[src/rtl/ring_counter_ctl.sv]
// One-hot ring / Johnson phase counter with enable, direction, parallel load,
// registered binary phase index, wrap marker and self-correction of illegal states.
module ring_counter_ctl #(
    parameter int unsigned WIDTH   = 4,
    parameter bit          JOHNSON = 1'b0,
    localparam int unsigned PERIOD = JOHNSON ? 2 * WIDTH : WIDTH,
    localparam int unsigned IDXW   = $clog2(PERIOD)
) (
    input  logic             clk_i,
    input  logic             reset_i,
    input  logic             en_i,
    input  logic             dir_i,
    input  logic             load_i,
    input  logic [WIDTH-1:0] load_val_i,
    output logic [WIDTH-1:0] q_o,
    output logic [IDXW-1:0]  idx_o,
    output logic             wrap_o,
    output logic             err_o
);

    localparam logic [WIDTH-1:0] RST_Q    = JOHNSON ? '0 : WIDTH'(1);
    localparam logic [IDXW-1:0]  IDX_LAST = IDXW'(PERIOD - 1);

    logic [WIDTH-1:0] q_q, q_d;
    logic [IDXW-1:0]  idx_q, idx_d;
    logic             wrap_q, wrap_d;
    logic             err_q, err_d;
    logic             fb_up, fb_dn;

    // Johnson legal patterns are thermometer codes filled from the bottom
    // (ones low) or, once the top bit is set, from the top (zeros low).
    function automatic logic is_legal(input logic [WIDTH-1:0] v);
        logic [WIDTH-1:0] n;
        if (!JOHNSON) begin
            return $onehot(v);
        end
        n = ~v;
        return ((v & (v + WIDTH'(1))) == '0) || ((n & (n + WIDTH'(1))) == '0);
    endfunction

    function automatic logic [IDXW-1:0] index_of(input logic [WIDTH-1:0] v);
        int unsigned pos;
        int unsigned cnt;
        pos = 0;
        cnt = 0;
        for (int unsigned i = 0; i < WIDTH; i++) begin
            if (v[i]) begin
                pos = i;
                cnt++;
            end
        end
        if (!JOHNSON) begin
            return IDXW'(pos);
        end
        if (v[WIDTH-1]) begin
            return IDXW'(2 * WIDTH - cnt);
        end
        return IDXW'(cnt);
    endfunction

    assign fb_up = JOHNSON ? ~q_q[WIDTH-1] : q_q[WIDTH-1];
    assign fb_dn = JOHNSON ? ~q_q[0] : q_q[0];

    always_comb begin
        q_d    = q_q;
        wrap_d = 1'b0;
        err_d  = 1'b0;
        if (load_i) begin
            if (is_legal(load_val_i)) begin
                q_d = load_val_i;
            end else begin
                q_d   = RST_Q;
                err_d = 1'b1;
            end
        end else if (!is_legal(q_q)) begin
            q_d   = RST_Q;
            err_d = 1'b1;
        end else if (en_i) begin
            if (!dir_i) begin
                q_d    = {q_q[WIDTH-2:0], fb_up};
                wrap_d = (idx_q == IDX_LAST);
            end else begin
                q_d    = {fb_dn, q_q[WIDTH-1:1]};
                wrap_d = (idx_q == '0);
            end
        end
        // Index is re-derived from the next state so it always tracks q.
        idx_d = index_of(q_d);
    end

    always_ff @(posedge clk_i or posedge reset_i) begin
        if (reset_i) begin
            q_q    <= RST_Q;
            idx_q  <= '0;
            wrap_q <= 1'b0;
            err_q  <= 1'b0;
        end else begin
            q_q    <= q_d;
            idx_q  <= idx_d;
            wrap_q <= wrap_d;
            err_q  <= err_d;
        end
    end

    assign q_o    = q_q;
    assign idx_o  = idx_q;
    assign wrap_o = wrap_q;
    assign err_o  = err_q;

endmodule
[config.mk]
export PLATFORM = sky130hd
export DESIGN_NAME = ring_counter_ctl
export DESIGN_NICKNAME = d
export VERILOG_FILES = /design/src/rtl/ring_counter_ctl.sv
export SDC_FILE = /design/constraint.sdc
export NUM_CORES = 1
export LEC_CHECK = 0
export ABC_AREA = 1
export CORE_AREA = 2 2 39 41
export CTS_CLUSTER_SIZE = 12
export DETAILED_ROUTE_END_ITERATION = 12
export DIE_AREA = 0 0 41 43
export DONT_BUFFER_PORTS = 1
export GPL_TIMING_DRIVEN = 0
export PLACE_DENSITY_LB_ADDON = 0.08
export SYNTH_ARGS = -nofsm -noshare
export SYNTH_HDL_FRONTEND = slang
export SYNTH_SLANG_ARGS = --single-unit
[constraint.sdc]
create_clock -name clk_i -period 2.8 [get_ports clk_i]
set_clock_uncertainty 0.05 [all_clocks]
set_input_delay 0.56 -clock clk_i [delete_from_list [all_inputs] [get_ports clk_i]]
set_output_delay 0.56 -clock clk_i [all_outputs]
set_load 0.05 [all_outputs]
Word-level counts from Yosys, hierarchy flattened --
Cells that the tools add are included.
Word-level totals: register bits 8, input bits 9, word-level logic and storage cells 53
Cells by class: add/sub/neg operators 10, eq/ne operators 4, multiplexer cells 21, bitwise operators 6, reductions and logical operators 7
Operators by type and width (number):
- $mux 4 | 5
- $add 4x1->4 const B | 4
- $and 4x4->4 | 4
- $logic_not 4->1 | 4
- $mux 1 | 14
- $add 1x1->2 | 4
- $not 4->4 | 2
- $add 2x2->3 | 2
- $eq 3x1->1 const B | 2
- $mux 2 | 2
- $ne 3x3->1 const B | 1
- $eq 2x2->1 const B | 1
- $logic_not 2->1 | 1
- $logic_or 1x1->1 | 2

Depth between registers and ports, before layout --
word-level depth 12, depth in mapped cells 12

Worst setup path after synthesis --
No wires, ideal clock.
path kind reg2reg, from reg q_q[0], in the netlist q_o[0], to reg idx_q[0], in the netlist idx_o[0], setup time 0.121 ns, arrival time 2.334 ns, setup slack 0.295 ns, cell stages (with the launch flop) 12, buffers on the path 0, period minus slack after synthesis 2.505 ns, cells stage by stage dfstp_2 > inv_1 > fa_1 > inv_1 > ha_1 > ha_1 > inv_1 > nand2_1 > nor3_4 > a21oi_2 > nand2_1 > nand2_1
On the way: cells in the longest elaborated chain, start to end 12
RTL lines:
- start: declaration | RTL line 24 | logic [WIDTH-1:0] q_q, q_d;
- start signal: assignment | RTL line 98 | q_q <= q_d;
- $not 4->4 | RTL line 37 | n = ~v;
- $add 4x1->4 | RTL line 38 | return ((v & (v + WIDTH'(1))) == '0) || ((n & (n + WIDTH'(1))) == '0);
- $and 4x4->4 | RTL line 38
- $logic_not 4->1 | RTL line 38
- $logic_or 1x1->1 | RTL line 38
- $mux 1 | RTL line 37
- $mux 1 | RTL line 68 | if (load_i) begin
- $mux 4 * | RTL line 75 | end else if (!is_legal(q_q)) begin
- $mux 4 * | RTL line 68
- $mux 1 | RTL line 47 | if (v[i]) begin
- $mux 2 | RTL line 47
- $mux 2 * | RTL line 47
- named net idx_d[0] | RTL line 25 | logic [IDXW-1:0] idx_q, idx_d;
- end signal: assignment | RTL line 99 | idx_q <= idx_d;
- end: declaration | RTL line 25
The timed path passes the listed nets; every way through them passes the cells marked *. The select of a mux whose other input is x is not followed. A chain may end at the register's enable or synchronous reset.

Worst setup path in the final report --
from reg q_q[0], in the netlist q_o[0], to reg idx_q[0], in the netlist idx_o[0]
On the way: cells in the longest elaborated chain, start to end 12
RTL lines (RTL line):
- $not 4->4 | 37
- $add 4x1->4 | 38
- $and 4x4->4 | 38
- $logic_not 4->1 | 38
- $logic_or 1x1->1 | 38
- $mux 1 | 37
- $mux 1 | 68
- $mux 4 * | 75
- $mux 4 * | 68
- named net q_d[1] | 24
- $mux 1 * | 47
- $mux 2 * (2 in series) | 47
- named net idx_d[0] | 25
Marks and branches as above.

==> impl_metrics.toml <==
[global_routing]
grt_pass1_vias = 413
overflow = 0
antenna_found_initial = 0
track_usage_pct = 15.2
grt_pass1_wl_mm = 1.79
grt_max_degree = 9

[floorplanning]
start_util_pct = 39.6
core_mm2 = 0.00138
io_pins = 17
fp.dieH_um = 43
design.die.area_mm2 = 0.00176
placementRows = 14
die_w_um = 41

[cts]
clockBufferDepth = 2
cts_htree_levels = 1
insertion_delay_ns = 0.25
root_buffer = "clkbuf_4"
cts.reportedPaths.clkPinSlew_ns = 0.06
cts_tree = "yes"
clock_sinks = 8
cts_hold_buf = 0
numCtsBuffers = 3

[sta]
slew_viol_final = 0
min_period_ns = 2.65
setup_violations = 0
fin_tns_setup_ns = 0
worst_pin_slew_ns = 0.549
slew_headroom_pct = 63.4
hold_viol = 0
fmax_mhz = 377
rsz0062_at_grt = "no"
fin_crit_sh_pct = 94.8

[final_layout]
post-route-util_pct = 44.1
nFillCells = 145
syn_to_final_growth_pct = 11.4
regArea_um2 = 208
antenna_cells = 0
layout_common_cells = "17 x inv_1, 17 x nand2_1, 7 x nor2_1"
drive_gt1_share_pct = 18.2
nets = 93
multi_input_area_um2 = 278

[setup_path]
crit_required_ns = 2.94
reg2regPathDepth = 12
r2r-end = "idx_o[0]"
reg2reg_slack_ns = 0.15
worstPathArrival_ns = 2.79
worstSetupStartpointType = "flip-flop"
worstPathMaxFanout = 6
worstSetupPathType = "flip-flop to flip-flop"
end_kind = "flip-flop"
rr_startpoint = "q_o[0]"

[pwr]
leakagePower_nw = 0.360
peakVddDrop_v = 0.000446
p_per_area_mw_per_mm2 = 1130

[detailed_routing]
detail_route.iter0.violations = 2
post_drt_wl_per_cell_um = 11.2
viasPerCell = 4.74
drt-total-wl_mm = 1.05
antenna_left = 0
vias = 441
first_pass_iters = 2
route.detailed.drc = 0

[synthesis]
synthFlopType = "dfrtp_1"
yosysWarnings = 0
synth_seq_cells = 8
synthCells = 72
syn_area_per_cell_um2 = 7.61
synth_edf_count = 0
syn_nets = 87
syn_area_um2 = 548
async_reset_ff_share_pct = 100
synth_cell_types = 17
ys_seq_area_share_pct = 36.8

[place]
gp_congestion = 0.654
portBuffers = 0
hpwl_um = 833

[run_status]
status = "finished clean"

[worst_hold_path]
hold_path_class = "primary input to asynchronous set/reset pin"

[flow_run]
maxCapViolCount = 0
final cells by class:
cell class / instances / share of cell area [%]
clock buffer: 4 / 4.30
inverter: 19 / 11.7
tap: 16 / 3.28
sequential: 8 / 34.0
multi-input combinational: 45 / 45.5
timing repair buffer: 1 / 1.23
power by group:
group	switching [mW]	internal, mW
sequential	0.173	0.163
combinational	0.154	0.107
clock	0.0384	0.0545
layer usage:
layer / share of wire [%] / GRT usage (%) / wire, um
met5: 0 / 0 / 0
met4: 0 / 2.00 / 0
met3: 7.2 / 7.85 / 75
met2: 49 / 22.2 / 517
met1: 43 / 20.3 / 452
worst max path at each step:
stage               slack, ns  startpoint  cells past startpoint        to
floorplan                0.30      q_o[0]                     11  idx_o[0]
global placement         0.15      q_o[0]                     11  idx_o[0]
detailed placement       0.13      q_o[0]                     12  idx_o[0]
CTS                      0.12      q_o[0]                     12  idx_o[0]
global route             0.01      q_o[0]                     12  idx_o[0]
finish                   0.15      q_o[0]                     12  idx_o[0]
cell usage after synthesis (2+ instances only):
master / n / area, um^2
fa_1: 2 / 40.0
a21oi_2: 2 / 17.5
inv_1: 18 / 67.6
nand2_1: 18 / 67.6
nand3_1: 4 / 20.0
a21oi_1: 2 / 10.0
nor2_1: 7 / 26.3
ha_1: 4 / 50.1
dfrtp_1: 7 / 175
critical path, stage by stage, from the launching register on:
cell	delay (ns)
dfstp_4	0.71
inv_2	0.08
fa_1	0.53
inv_1	0.04
ha_1	0.17
ha_1	0.26
inv_1	0.07
nand2_2	0.06
nor3_4	0.32
nand2_1	0.11
nand2_2	0.08
nand2_1	0.05
nand2_1	0.06
flip-flops by register name (all words and copies together), names as in the netlist:
register	flops
err_o	1
q_o	4
wrap_o	1
idx_o	2
metrics by stage:
stage	setup WS (ns)	hold slack, ns	std cells	power, mW	area, um^2
finish	0.147	0.0892	93	0.690	611
detailed placement	0.135	0.365	88	0.555	568
floorplan	0.295	0.325	72	0.509	548
global route	0.0146	0.0961	93	0.758	611
CTS	0.118	0.0944	92	0.652	594
global placement	0.145	0.363	88	0.551	568
kinds of logic after synthesis:
family,count (synthesis),share of synthesized area (%)
buffers and inverters,19,13.0
and+or+nand+nor,32,25.8
DFF,8,36.8
AOI/OAI and AO/OA,7,7.99
adders and majority gates,6,16.4
what timing repair did:
action / in CTS / in global routing
buffers inserted: 0 / 1
setup endpoints to repair: 0 / 2
gates resized for setup: 0 / 5
(Power assumes the default switching activity.)
